File: config.mk
export PLATFORM = sky130hd
export DESIGN_NAME = team_08_lfsr_rng
export DESIGN_NICKNAME = d
export VERILOG_FILES = /design/src/rtl/team_08_lfsr_rng.sv
export SDC_FILE = /design/constraint.sdc
export NUM_CORES = 1
export LEC_CHECK = 0
export CAP_MARGIN = 10
export CORE_ASPECT_RATIO = 1.75
export CORE_MARGIN = 1
export CORE_UTILIZATION = 56
export CTS_BUF_LIST = sky130_fd_sc_hd__clkbuf_2 sky130_fd_sc_hd__clkbuf_4 sky130_fd_sc_hd__clkbuf_8
export DETAILED_ROUTE_END_ITERATION = 16
export PLACE_DENSITY = 0.88
export SYNTH_ARGS = -nofsm -noshare
export SYNTH_HDL_FRONTEND = slang
export SYNTH_SLANG_ARGS = --single-unit
File: constraint.sdc
create_clock -name clk -period 3.8 [get_ports clk]
set_clock_uncertainty 0.15 [all_clocks]
set_input_delay 1.14 -clock clk [delete_from_list [all_inputs] [get_ports clk]]
set_output_delay 1.14 -clock clk [all_outputs]
set_load 0.03 [all_outputs]
File: src/rtl/team_08_lfsr_rng.sv
// team_08_lfsr_rng: WIDTH-bit maximal-length Galois LFSR random source.
// Features: programmable step divider, runtime reseed, zero-lockup guard,
// and a req/valid sample port.
// Optional feature macro: RNG_ENTROPY_MIX_EN. When defined, a rising edge on
// the entropy input while running XORs a free-running cycle counter into the
// LFSR.
module team_08_lfsr_rng #(
  parameter int               WIDTH = 16,
  parameter logic [WIDTH-1:0] TAPS  = 16'hB400,
  parameter logic [WIDTH-1:0] SEED  = 16'hACE1,
  parameter int               OUT_W = 2,
  parameter int               DIV_W = 8
) (
  input  logic             clk,
  input  logic             reset,
  input  logic             run,
  input  logic             reseed,
  input  logic [WIDTH-1:0] seed_in,
  input  logic [DIV_W-1:0] div_max,
  input  logic             entropy,
  input  logic             req,
  output logic [OUT_W-1:0] rnd,
  output logic             rnd_valid,
  output logic [WIDTH-1:0] lfsr_q
);

  typedef enum logic [1:0] {ST_IDLE, ST_RUN, ST_LOAD} state_t;

  state_t           state_q, state_d;
  logic [WIDTH-1:0] lfsr_d;
  logic [DIV_W-1:0] div_cnt_q, div_cnt_d;
  logic [OUT_W-1:0] rnd_q, rnd_d;
  logic             rnd_valid_q, rnd_valid_d;
  logic             ent_rise;
  logic [WIDTH-1:0] free_cnt;

  // One Galois shift: shift right, fold the feedback mask in when bit 0 was set.
  function automatic logic [WIDTH-1:0] lfsr_step(input logic [WIDTH-1:0] v);
    lfsr_step = (v >> 1) ^ (v[0] ? TAPS : '0);
  endfunction

  // An all-zero state would lock the LFSR forever; fall back to SEED instead.
  function automatic logic [WIDTH-1:0] zero_guard(input logic [WIDTH-1:0] v);
    zero_guard = (v == '0) ? SEED : v;
  endfunction

`ifdef RNG_ENTROPY_MIX_EN
  logic             ent_s1_q, ent_s1_d;
  logic             ent_s2_q, ent_s2_d;
  logic [WIDTH-1:0] free_cnt_q, free_cnt_d;

  // Edge-detector shift and free-running counter next-state.
  always_comb begin
    ent_s1_d   = entropy;
    ent_s2_d   = ent_s1_q;
    free_cnt_d = free_cnt_q + WIDTH'(1);
  end

  // Entropy edge detector and free counter registers; only reset clears them.
  always_ff @(posedge clk) begin
    if (reset) begin
      ent_s1_q   <= 1'b0;
      ent_s2_q   <= 1'b0;
      free_cnt_q <= '0;
    end else begin
      ent_s1_q   <= ent_s1_d;
      ent_s2_q   <= ent_s2_d;
      free_cnt_q <= free_cnt_d;
    end
  end

  assign ent_rise = ent_s1_q & ~ent_s2_q;
  assign free_cnt = free_cnt_q;
`else
  logic unused_entropy;
  assign unused_entropy = entropy;
  assign ent_rise       = 1'b0;
  assign free_cnt       = '0;
`endif

  // Next-state logic for FSM, divider, LFSR and sample port.
  always_comb begin
    state_d     = state_q;
    lfsr_d      = lfsr_q;
    div_cnt_d   = div_cnt_q;
    rnd_d       = rnd_q;
    rnd_valid_d = req;
    if (req) begin
      // IDLE reports SEED even on the first IDLE cycle after a LOAD.
      rnd_d = (state_q == ST_IDLE) ? SEED[OUT_W-1:0] : lfsr_q[OUT_W-1:0];
    end
    case (state_q)
      ST_IDLE: begin
        lfsr_d    = SEED;
        div_cnt_d = '0;
        if (reseed)   state_d = ST_LOAD;
        else if (run) state_d = ST_RUN;
      end
      ST_RUN: begin
        if (reseed) begin
          // Load beats a coincident tick: LFSR holds this cycle.
          state_d   = ST_LOAD;
          div_cnt_d = '0;
        end else if (!run) begin
          state_d   = ST_IDLE;
          lfsr_d    = SEED;
          div_cnt_d = '0;
        end else begin
          if (div_cnt_q > div_max) begin
            // div_max lowered below the running count: restart without a step.
            div_cnt_d = '0;
          end else if (div_cnt_q == div_max) begin
            div_cnt_d = '0;
            lfsr_d    = lfsr_step(lfsr_q);
          end else begin
            div_cnt_d = div_cnt_q + DIV_W'(1);
          end
          if (ent_rise) lfsr_d = lfsr_d ^ free_cnt;
        end
      end
      ST_LOAD: begin
        lfsr_d    = (seed_in == '0) ? SEED : seed_in;
        div_cnt_d = '0;
        if (reseed)   state_d = ST_LOAD;
        else if (run) state_d = ST_RUN;
        else          state_d = ST_IDLE;
      end
      default: begin
        state_d   = ST_IDLE;
        lfsr_d    = SEED;
        div_cnt_d = '0;
      end
    endcase
    lfsr_d = zero_guard(lfsr_d);
  end

  // State registers; reset overrides every other input.
  always_ff @(posedge clk) begin
    if (reset) begin
      state_q     <= ST_IDLE;
      lfsr_q      <= SEED;
      div_cnt_q   <= '0;
      rnd_q       <= '0;
      rnd_valid_q <= 1'b0;
    end else begin
      state_q     <= state_d;
      lfsr_q      <= lfsr_d;
      div_cnt_q   <= div_cnt_d;
      rnd_q       <= rnd_d;
      rnd_valid_q <= rnd_valid_d;
    end
  end

  assign rnd       = rnd_q;
  assign rnd_valid = rnd_valid_q;

endmodule

### Word level (Yosys, flattened, before mapping)

Index checks and enable logic that the tools add are counted.
W data, S select, Z words.

| storage, ports and cells | value |
|---|---|
| register bits after elaboration | 29 |
| bits in latches | 0 |
| bits in writable memories | 0 |
| bits in read-only memories | 0 |
| input port bits | 30 |
| output and inout port bits | 19 |
| word-level logic and storage cells | 36 |
| memories | 0 |

| operators by class | value |
|---|---|
| add/subtract/negate cells | 1 |
| $mul | 0 |
| divide/modulo/power cells | 0 |
| order comparisons | 1 |
| equality and inequality tests | 5 |
| shift-type cells | 0 |
| mux-type cells | 15 |
| bitwise gates (word level) | 3 |
| reductions and logical operators | 6 |

Operators with widths:

| kind | count |
|---|---|
| $mux W16 | 6 |
| $logic_not A16 Y1 | 2 |
| $pmux W16 S2 | 1 |
| $xor A15 B16 Y16 | 1 |
| $mux W2 | 6 |
| $add A8 B1 Y8 const B | 1 |
| $eq A8 B8 Y1 | 1 |
| $gt A8 B8 Y1 | 1 |
| $ne A3 B3 Y1 const B | 2 |
| $pmux W2 S3 | 1 |
| $reduce_or A6 Y1 | 1 |
| $eq A2 B1 Y1 const B | 1 |
| $eq A2 B2 Y1 const B | 1 |
| $logic_not A2 Y1 | 1 |
| $not A1 Y1 | 2 |
| $reduce_and A2 Y1 | 1 |
| $reduce_or A2 Y1 | 1 |
| $mux W1 | 1 |

### Longest topological paths before layout

Gate-level depths: netlist (run 1).

| logic depth | value |
|---|---|
| depth in word-level cells | 9 |
| depth in mapped cells | 9 |
| depth with buffers taken out | 8 |

### Least setup slack after synthesis (run 1)

No wires, ideal clock.

| timing | value |
|---|---|
| path kind | input -> register |
| from | in div_max[3] |
| to | reg lfsr_q[10] |
| setup time | 0.080 ns |
| arrival time | 2.761 ns |
| required time | 3.570 ns |
| path slack | 0.808 ns |
| cell stages on the path | 9 |
| path buffers | 1 |
| cell sequence | inv_1 > ha_1 > and4_1 > buf_6 > a211oi_1 > a211oi_1 > nor4_2 > nand4_2 > o211ai_1 |

| on the way | value |
|---|---|
| longest elaborated chain between the ends | 8 |
| elaborated cells on any way between the ends | 9 |
| those cells by class | order compare: 1; eq/ne: 1; mux: 5; reduce/logical: 2 |

Ends and longest elaborated chain:

| element | line | source |
|---|---|---|
| start, declared | 19 | `input logic [DIV_W-1:0] div_max,` |
| branches (longest 2 deep; another with $gt A8 B8 Y1) | -- |  |
| $mux W16 * | 109 | `if (div_cnt_q > div_max) begin` |
| $mux W16 * | 104 | `end else if (!run) begin` |
| $mux W16 * | 100 | `if (reseed) begin` |
| $pmux W16 S2 * | 92 | `case (state_q)` |
| $logic_not A16 Y1 | 44 | `zero_guard = (v == '0) ? SEED : v;` |
| $reduce_or A2 Y1 (no source line) | -- |  |
| end signal, assigned | 147 | `lfsr_q <= lfsr_d;` |
| end, declared | 24 | `output logic [WIDTH-1:0] lfsr_q` |

Every way passes the cells marked *.
A chain may end at the register's enable or synchronous reset.

### Final worst setup path (run 1)

| timing | value |
|---|---|
| from | in div_max[3] |
| to | reg lfsr_q[6] |

Same word-level chain as after synthesis.

==> impl_metrics.env, run 1 <==
export IMPL_power_density_mw_per_mm2=284
export IMPL_grt_usage=0.392
export IMPL_crit_arrival_ns=3.73
export IMPL_area_growth_pct=34.7
export IMPL_rrSetupSlack_ns=0.99
export IMPL_top_usage_layer="met2"
export IMPL_vdd_drop_max_v=0.000247
export IMPL_io_pins=49
export IMPL_finalWirelength_mm=6.83
export IMPL_grt_use_met2=0.654
export IMPL_worstPathRequired_ns=3.85
export IMPL_htreeDepth=2
export IMPL_rr_endpoint="lfsr_q[6]$_SDFF_PP1_"
export IMPL_final_common_cell="clkdlybuf4s50_1"
export IMPL_antenna_found_initial=0
export IMPL_gp_congestion=0.980
export IMPL_place_area_sq_mm=0.00269
export IMPL_cts_setup_buffers=0
export IMPL_ys_ff_latch=29
export IMPL_setup_viol=0
export IMPL_met1_usage=0.405
export IMPL_core_sq_mm=0.00343
export IMPL_vias_per_cell=6.43
export IMPL_cts_tree="done"
export IMPL_relSlewSlack=0.510
export IMPL_dp_hpwl_mm=5.14
export IMPL_start_util=0.601
export IMPL_layout_common_cells="47 x clkdlybuf4s50_1, 29 x dfxtp_1, 24 x buf_4"
export IMPL_die_area_sq_mm=0.00394
export IMPL_final_layout_size_suffix_gt1_frac=0.142
export IMPL_layout_min_cycle_time_ns=3.68
export IMPL_multi_input_area_sq_mm=0.00135
export IMPL_syn_instance_count=259
export IMPL_grt_pass1_wl_mm=10.9
export IMPL_drt_iter0_drc=126
export IMPL_die_x_microns=47.9
export IMPL_synthDistinctLibCells=54
export IMPL_holdPathStages=2
export IMPL_clkTransAtPathRegs_ns=0.06
export IMPL_yosysSeqAreaShare=0.281
export IMPL_synth_area_sq_mm=0.00206
export IMPL_final_hold_viol_count=0
export IMPL_nets=366
export IMPL_area_sequential_sq_um=581
export IMPL_num_rows=28
export IMPL_grt_overflow_total=0
export IMPL_numPortBuffers=47
export IMPL_dieHeight_microns=82.3
export IMPL_hold_ws_ns=0.346
export IMPL_clk_path_buf_depth=2
export IMPL_n_antenna_cell=0
export IMPL_tightest_slew_ns=0.736
export IMPL_critPathCaptureType="flip-flop"
export IMPL_finalCritPeriodShare=0.968
export IMPL_synthArstFlopShare=0
export IMPL_yosysWarningCount=0
export IMPL_dr_pass1_iters=5
export IMPL_startpoint_type="input port"
export IMPL_vias=2374
export IMPL_rr_startpoint="div_cnt_q[0]$_SDFF_PP0_"
export IMPL_leakagePower_nw=1.06
export IMPL_status="finished clean"
export IMPL_synth_ff_type="dfxtp_1"
export IMPL_rr_worst_depth=8
export IMPL_drc=0
export IMPL_worstPathMaxFanout=9
export IMPL_syn_num_nets=302
export IMPL_crit_type="input port to flip-flop"
export IMPL_clock_fmax_mhz=272
export IMPL_numCtsBuffers=5
export IMPL_use_met3=0.0870
export IMPL_fillers=255
export IMPL_hp_start="rnd[1]$_SDFFE_PP0P_"
export IMPL_hold_end="rnd[1]$_SDFFE_PP0P_"
export IMPL_ant_nets=0
export IMPL_wl_per_cell_microns=18.5
export IMPL_cts_root_buf="clkbuf_8"
export IMPL_hold_path_class="flip-flop to flip-flop"
export IMPL_grt_pass1_vias=2350
export IMPL_final_max_slew_viol_count=0
export IMPL_maxCapViolCount=0
export IMPL_grt_max_degree=23
export IMPL_avgSynthCellArea_sq_um=7.97
export IMPL_stdcell_area_sq_mm=0.00278
export IMPL_clock_sinks=29
export IMPL_worstSkewPairLatency_ns=0.29
export IMPL_rsz0062_at_grt="false"
export IMPL_synth_edf_count=0
==> critical path, stage by stage <==
cell	delay, ns
clkdlybuf4s50_1	0.48
inv_1	0.05
ha_1	0.33
nand4_2	0.30
o21ai_1	0.29
a31oi_1	0.19
nor4_2	0.42
nand4_2	0.28
o211ai_1	0.26
==> worst max-delay path by stage <==
stage,start,endpoint,slack (ns),cells past startpoint
2_1_floorplan,div_max[3],lfsr_q[10]$_SDFF_PP1_,0.81,9
3_3_place_gp,div_max[3],lfsr_q[10]$_SDFF_PP1_,0.01,9
3_5_place_dp,div_max[3],lfsr_q[6]$_SDFF_PP1_,-0.07,9
4_1_cts,div_max[3],lfsr_q[6]$_SDFF_PP1_,0.16,9
5_1_grt,div_max[3],lfsr_q[6]$_SDFF_PP1_,0.05,9
6_report,div_max[3],lfsr_q[6]$_SDFF_PP1_,0.12,9
==> timing repair <==
action | in CTS | in global routing
hold buffers | 0 | 0
setup endpoints to repair | 0 | 3
resized for setup | 0 | 2
==> where the power goes <==
group	switching (W)	leakage [nW]	internal, W	total (W)
registers	0.0000166	0.236	0.000316	0.000332
logic	0.000111	0.771	0.0000901	0.000201
clock network	0.000123	0.0484	0.000134	0.000257
==> flip-flops by register name (all words and copies together), names as in the netlist <==
| signal | cells |
|---|---|
| state_q | 2 |
| rnd_valid | 1 |
| rnd | 2 |
| lfsr_q | 16 |
| div_cnt_q | 8 |
==> per-stage QoR <==
step | total power, W | setup TNS [ns] | cells | setup slack [ns] | util
finish | 0.000790 | 0 | 369 | 0.123 | 0.810
global route | 0.000820 | 0 | 369 | 0.0468 | 0.810
CTS | 0.000783 | 0 | 369 | 0.165 | 0.807
detailed placement | 0.000531 | -0.131 | 361 | -0.0667 | 0.782
global placement | 0.000527 | 0 | 361 | 0.0149 | 0.782
floorplan | 0.000444 | 0 | 259 | 0.808 | -
==> metal layers <==
layer | vias up | wire length [microns]
li1 | 1083 | -
met1 | 1093 | 2240
met2 | 154 | 3630
met3 | 44 | 474
met4 | 0 | 480
met5 | - | 0
==> cell families (layout without fill, tap and decap cells) <==
group	count (synthesis)	in the layout	share of synthesized area
adder cells (fa/ha/maj)	13	13	0.0788
multiplexers	1	1	0.00545
AND/OR/NAND/NOR	98	98	0.267
AO/OA/AOI/OAI	79	79	0.259
XOR/XNOR	9	9	0.0382
buffers and inverters	30	95	0.0709
flip-flops	29	29	0.281
==> synth_stat cells (2+ instances only) <==
cell,number,area [sq um]
a32oi_1,3,26.3
inv_1,16,60.1
nor3_1,12,60.1
and4_1,2,17.5
nand4_2,4,50.1
nand3_1,11,55.1
o21ai_1,7,35.0
and3_1,2,12.5
o21bai_1,2,15.0
nand2b_1,3,18.8
o21a_1,7,52.6
a221oi_1,2,17.5
a211oi_1,8,60.1
a21oi_1,14,70.1
o31ai_1,2,15.0
nor2_1,23,86.3
o221ai_1,2,17.5
and2_1,6,37.5
ha_1,13,163
nand2_1,14,52.6
xor2_1,8,70.1
buf_2,6,30.0
dfxtp_1,29,581
o22ai_1,2,12.5
nor2b_1,3,18.8
nor4_1,7,43.8
o211ai_1,4,30.0
clkbuf_1,4,15.0
buf_6,3,33.8
a31oi_1,2,12.5
o21ai_0,15,75.1
==> area by class of cell <==
type                       count  share of cell area
timing repair buffer          71               0.234
inverter                      16              0.0216
multi-input combinational    200               0.484
tap                           45              0.0203
clock buffer                   6              0.0275
sequential                    29               0.209
clock inverter                 2             0.00360
No activity file was read; power rests on OpenSTA's default activity.
==> run 2, diff against run 1 <==
Settings changed: CORE_ASPECT_RATIO 1.75 to unset.
==> impl_metrics.env, run 2 (synthesized netlist as in run 1, its figures left out) <==
export IMPL_stdcell_area_sq_mm=0.00277
export IMPL_wl_per_cell_microns=16.5
export IMPL_vdd_drop_max_v=0.000233
export IMPL_multi_input_area_sq_mm=0.00134
export IMPL_dieHeight_microns=62.7
export IMPL_vias_per_cell=6.26
export IMPL_clkTransAtPathRegs_ns=0.07
export IMPL_cts_root_buf="clkbuf_8"
export IMPL_finalCritPeriodShare=0.935
export IMPL_io_pins=49
export IMPL_worstPathRequired_ns=3.86
export IMPL_final_layout_size_suffix_gt1_frac=0.134
export IMPL_core_sq_mm=0.00344
export IMPL_worstSkewPairLatency_ns=0.29
export IMPL_area_sequential_sq_um=581
export IMPL_place_area_sq_mm=0.00266
export IMPL_clock_fmax_mhz=282
export IMPL_power_density_mw_per_mm2=294
export IMPL_crit_type="input port to flip-flop"
export IMPL_largestRegisters="lfsr_q (16), div_cnt_q (8)"
export IMPL_path_cells="clkdlybuf4s50_1, inv_1, ha_1, nand4_2, buf_4, nor3_1, o31ai_1, nor4_2, nand4_2, o211ai_1"
export IMPL_vias=2296
export IMPL_final_hold_viol_count=0
export IMPL_holdPathStages=2
export IMPL_dr_pass1_iters=5
export IMPL_area_growth_pct=33.9
export IMPL_grt_usage=0.327
export IMPL_worstPathMaxFanout=8
export IMPL_crit_arrival_ns=3.61
export IMPL_clock_sinks=29
export IMPL_clk_path_buf_depth=2
export IMPL_top_register="lfsr_q"
export IMPL_hp_start="rnd[1]$_SDFFE_PP0P_"
export IMPL_maxCapViolCount=0
export IMPL_hold_end="rnd[1]$_SDFFE_PP0P_"
export IMPL_grt_pass1_vias=2107
export IMPL_start_util=0.600
export IMPL_grt_max_degree=23
export IMPL_drc=0
export IMPL_slowest_delay_ns=0.45
export IMPL_layout_min_cycle_time_ns=3.55
export IMPL_final_common_cell="clkdlybuf4s50_1"
export IMPL_rr_endpoint="lfsr_q[10]$_SDFF_PP1_"
export IMPL_cts_setup_buffers=0
export IMPL_rrSetupSlack_ns=1.17
export IMPL_final_max_slew_viol_count=0
export IMPL_antenna_found_initial=0
export IMPL_slowest_stage="clkdlybuf4s50_1"
export IMPL_tns_ns=0
export IMPL_relSlewSlack=0.518
export IMPL_layout_common_cells="47 x clkdlybuf4s50_1, 29 x dfxtp_1, 23 x nor2_1"
export IMPL_fillers=233
export IMPL_status="finished clean"
export IMPL_critPathCaptureType="flip-flop"
export IMPL_grt_overflow_total=0
export IMPL_largest_reg_flops=16
export IMPL_rr_worst_depth=8
export IMPL_setup_viol=0
export IMPL_crit_top_cell="nand4_2"
export IMPL_cts_resized=0
export IMPL_startpoint_type="input port"
export IMPL_n_antenna_cell=0
export IMPL_cts_tree="done"
export IMPL_leakagePower_nw=1.05
export IMPL_htreeDepth=2
export IMPL_fin_ws_ns=0.249
export IMPL_die_x_microns=62.7
export IMPL_gp_congestion=0.933
export IMPL_hold_path_class="flip-flop to flip-flop"
export IMPL_rr_startpoint="div_cnt_q[0]$_SDFF_PP0_"
export IMPL_drt_iter0_drc=290
export IMPL_dp_slack_ns=-0.00880
export IMPL_grt_pass1_wl_mm=9.97
export IMPL_nets=363
export IMPL_die_area_sq_mm=0.00393
export IMPL_num_rows=21
export IMPL_cts_hold_buf=0
export IMPL_finalWirelength_mm=6.07
export IMPL_rsz0062_at_grt="false"
export IMPL_numPortBuffers=47
export IMPL_ant_nets=0
export IMPL_numCtsBuffers=5
export IMPL_tightest_slew_ns=0.722
export IMPL_dp_hpwl_mm=4.57
## run 2: cell types whose count changed in the layout (fill, tap and decap cells not counted), sizes merged
cell,change
clkinv,-1
clkbuf,+1
buf,-3
## run 2: layer usage
metal  share of wire  vias to the layer above  GRT usage
met5               0                        -          0
met4           0.027                        0      0.151
met3           0.088                       21     0.0657
met2            0.46                      133      0.508
met1            0.42                     1067      0.433
li1                -                     1075          -
## run 2: per-stage QoR
stage               hold WS (ns)  total power, W   util  std cells
detailed placement         0.321        0.000529  0.774        359
finish                     0.327        0.000813  0.803        367
global placement           0.305        0.000524  0.774        359
CTS                        0.330        0.000811  0.803        367
floorplan                  0.298        0.000444      -        259
global route               0.341        0.000840  0.803        367
## run 2: worst max-delay path by stage
stage / startpoint / endpoint / cells past startpoint
6_report: div_max[5] / lfsr_q[10]$_SDFF_PP1_ / 10
2_1_floorplan: div_max[3] / lfsr_q[10]$_SDFF_PP1_ / 9
3_5_place_dp: div_max[5] / lfsr_q[10]$_SDFF_PP1_ / 9
5_1_grt: div_max[5] / lfsr_q[10]$_SDFF_PP1_ / 9
3_3_place_gp: div_max[5] / lfsr_q[11]$_SDFF_PP1_ / 10
4_1_cts: div_max[3] / lfsr_q[10]$_SDFF_PP1_ / 9
## run 2: area by class of cell
type,instances,share of cell area
Multi-Input combinational cell,200,0.484
Timing Repair Buffer,68,0.227
Sequential cell,29,0.210
Clock buffer,7,0.0348
Inverter,16,0.0217
Tap cell,46,0.0208
Clock inverter,1,0.00181
## run 2: worst max-delay path, delay by kind of cell
family / cells / cell delay, ns
compound gates: 2 / 0.36
buf+inv: 3 / 0.74
simple gates: 4 / 1.05
fa+ha+maj: 1 / 0.32
## run 2: report_power, final
| part | total [W] | switching [W] | internal (W) |
|---|---|---|---|
| clock network | 0.000286 | 0.000122 | 0.000163 |
| logic | 0.000196 | 0.000107 | 0.0000885 |
| registers | 0.000332 | 0.0000163 | 0.000316 |
==> run 3, diff against run 2 <==
Settings changed: CORE_UTILIZATION 56 to 47, PLACE_DENSITY 0.88 to 0.79, SKIP_LAST_GASP set to 1.
Clock period 3.8 ns to 3.2 ns, I/O delays scaled along.
==> impl_metrics.env, run 3 (synthesized netlist as in run 1, its figures left out) <==
export IMPL_dp_hpwl_mm=4.78
export IMPL_n_antenna_cell=0
export IMPL_vias_per_cell=6.24
export IMPL_tightest_slew_ns=0.764
export IMPL_final_util=0.756
export IMPL_ant_nets=0
export IMPL_hold_path_class="flip-flop to flip-flop"
export IMPL_rsz0062_at_grt="false"
export IMPL_nets=383
export IMPL_vdd_drop_max_v=0.000211
export IMPL_tns_ns=0
export IMPL_clock_sinks=29
export IMPL_final_max_slew_viol_count=0
export IMPL_worstSkewPairLatency_ns=0.29
export IMPL_area_growth_pct=50.7
export IMPL_p_int_w=0.000693
export IMPL_p_clk_frac=0.337
export IMPL_layout_min_cycle_time_ns=3.06
export IMPL_final_hold_viol_count=0
export IMPL_path_buf_inv=4
export IMPL_antenna_found_initial=0
export IMPL_path_cells="dlygate4sd2_1, inv_2, ha_4, nand4_4, buf_6, buf_4, o21ai_1, a31oi_2, nor4_2, nand4_2, o211ai_1"
export IMPL_rr_startpoint="state_q[1]$_SDFFE_PP0P_"
export IMPL_num_rows=23
export IMPL_layout_cells_non_filler=391
export IMPL_grt_overflow_total=0
export IMPL_crit_arrival_ns=3.11
export IMPL_clkTransAtPathRegs_ns=0.06
export IMPL_clock_fmax_mhz=327
export IMPL_critPathCaptureType="flip-flop"
export IMPL_finalWirelength_mm=6.96
export IMPL_relSlewSlack=0.491
export IMPL_cts_root_buf="clkbuf_8"
export IMPL_start_util=0.502
export IMPL_io_pins=49
export IMPL_dieHeight_microns=68.3
export IMPL_wl_per_cell_microns=17.8
export IMPL_cp_top_family="simple AND/OR/NAND/NOR gates"
export IMPL_layout_common_cells="39 x clkdlybuf4s50_1, 39 x buf_4, 29 x dfxtp_1"
export IMPL_holdPathStages=2
export IMPL_cts_tree="done"
export IMPL_placed_cells=379
export IMPL_largest_reg_flops=16
export IMPL_rr_worst_depth=7
export IMPL_drt_iter0_drc=276
export IMPL_setup_viol=0
export IMPL_htreeDepth=2
export IMPL_startpoint_type="input port"
export IMPL_p_sw_w=0.000303
export IMPL_fin_ws_ns=0.141
export IMPL_die_x_microns=68.3
export IMPL_worstPathMaxFanout=8
export IMPL_cp_depth=11
export IMPL_hp_start="rnd[1]$_SDFFE_PP0P_"
export IMPL_die_area_sq_mm=0.00466
export IMPL_swShare=0.305
export IMPL_status="finished clean"
export IMPL_crit_path_start="div_max[7]"
export IMPL_numPortBuffers=47
export IMPL_crit_type="input port to flip-flop"
export IMPL_power_density_mw_per_mm2=320
export IMPL_final_layout_size_suffix_gt1_frac=0.258
export IMPL_drc=0
export IMPL_fillers=309
export IMPL_largestRegisters="lfsr_q (16), div_cnt_q (8)"
export IMPL_core_sq_mm=0.00412
export IMPL_power_frac_comb=0.267
export IMPL_grt_usage=0.318
export IMPL_share_seq_of_total_power=0.396
export IMPL_maxCapViolCount=0
export IMPL_top_register="lfsr_q"
export IMPL_leakagePower_nw=1.15
export IMPL_worstPathRequired_ns=3.25
export IMPL_numCtsBuffers=5
export IMPL_vias=2440
export IMPL_clk_path_buf_depth=2
export IMPL_grt_pass1_vias=2299
export IMPL_gp_congestion=0.962
export IMPL_grt_pass1_wl_mm=10.9
export IMPL_slowest_delay_ns=0.34
export IMPL_slowest_stage="nor4_2"
export IMPL_dr_pass1_iters=5
export IMPL_finalCritPeriodShare=0.956
export IMPL_dp_slack_ns=-0.396
export IMPL_grt_max_degree=23
run 3: power by group through the flow:
stage | logic, W | clock network (W) | registers, W
2_1_floorplan | 0.000110 | 0 | 0.000416
3_3_place_gp | 0.000236 | 0 | 0.000401
3_5_place_dp | 0.000240 | 0 | 0.000401
4_1_cts | 0.000257 | 0.000339 | 0.000393
5_1_grt | 0.000283 | 0.000355 | 0.000396
6_report | 0.000267 | 0.000335 | 0.000394
run 3: worst reg2reg max path, delay by kind of cell, from the launching register on:
kind	cells	cell delay, ns
simple gates	3	0.95
compound gates	2	0.57
flops	1	0.39
buf+inv	1	0.08
fa+ha+maj	1	0.45
run 3: path summary, 6_finish.rpt:
path / to / slack, ns
max: lfsr_q[11]$_SDFF_PP1_ / 0.14
min: rnd[1]$_SDFFE_PP0P_ / 0.32
max reg2reg: lfsr_q[11]$_SDFF_PP1_ / 0.54
min reg2reg: rnd[1]$_SDFFE_PP0P_ / 0.32
run 3: layer usage:
| layer | part of all wire | global-route usage |
|---|---|---|
| met5 | 0 | 0 |
| met4 | 0.025 | 0.146 |
| met3 | 0.099 | 0.0783 |
| met2 | 0.47 | 0.512 |
| met1 | 0.41 | 0.395 |
run 3: layout make-up:
class                   count  area, sq um  share of cell area
multi-input cells         200         1520               0.489
repair buffers             88          785               0.252
flip-flops and latches     29          581               0.187
clock buffers               7         96.3              0.0310
well taps                  50         62.6              0.0201
inverters                  16         60.1              0.0193
clock inverters             1         5.00             0.00161
run 3: repair_timing:
item,CTS,global route
gates resized for setup,37,3
gates cloned,0,0
setup buffers,4,0
pin swaps,16,3
hold buffers,0,0
endpoints found under the setup margin,8,3
run 3: per-stage QoR:
step / total power [W] / instance area (sq um) / hold WS (ns)
after floorplan: 0.000527 / 2060 / 0.298
after CTS: 0.000990 / 3100 / 0.327
final: 0.000996 / 3110 / 0.321
after detailed placement: 0.000641 / 2800 / 0.317
after global placement: 0.000636 / 2800 / 0.306
after global routing: 0.00103 / 3110 / 0.358
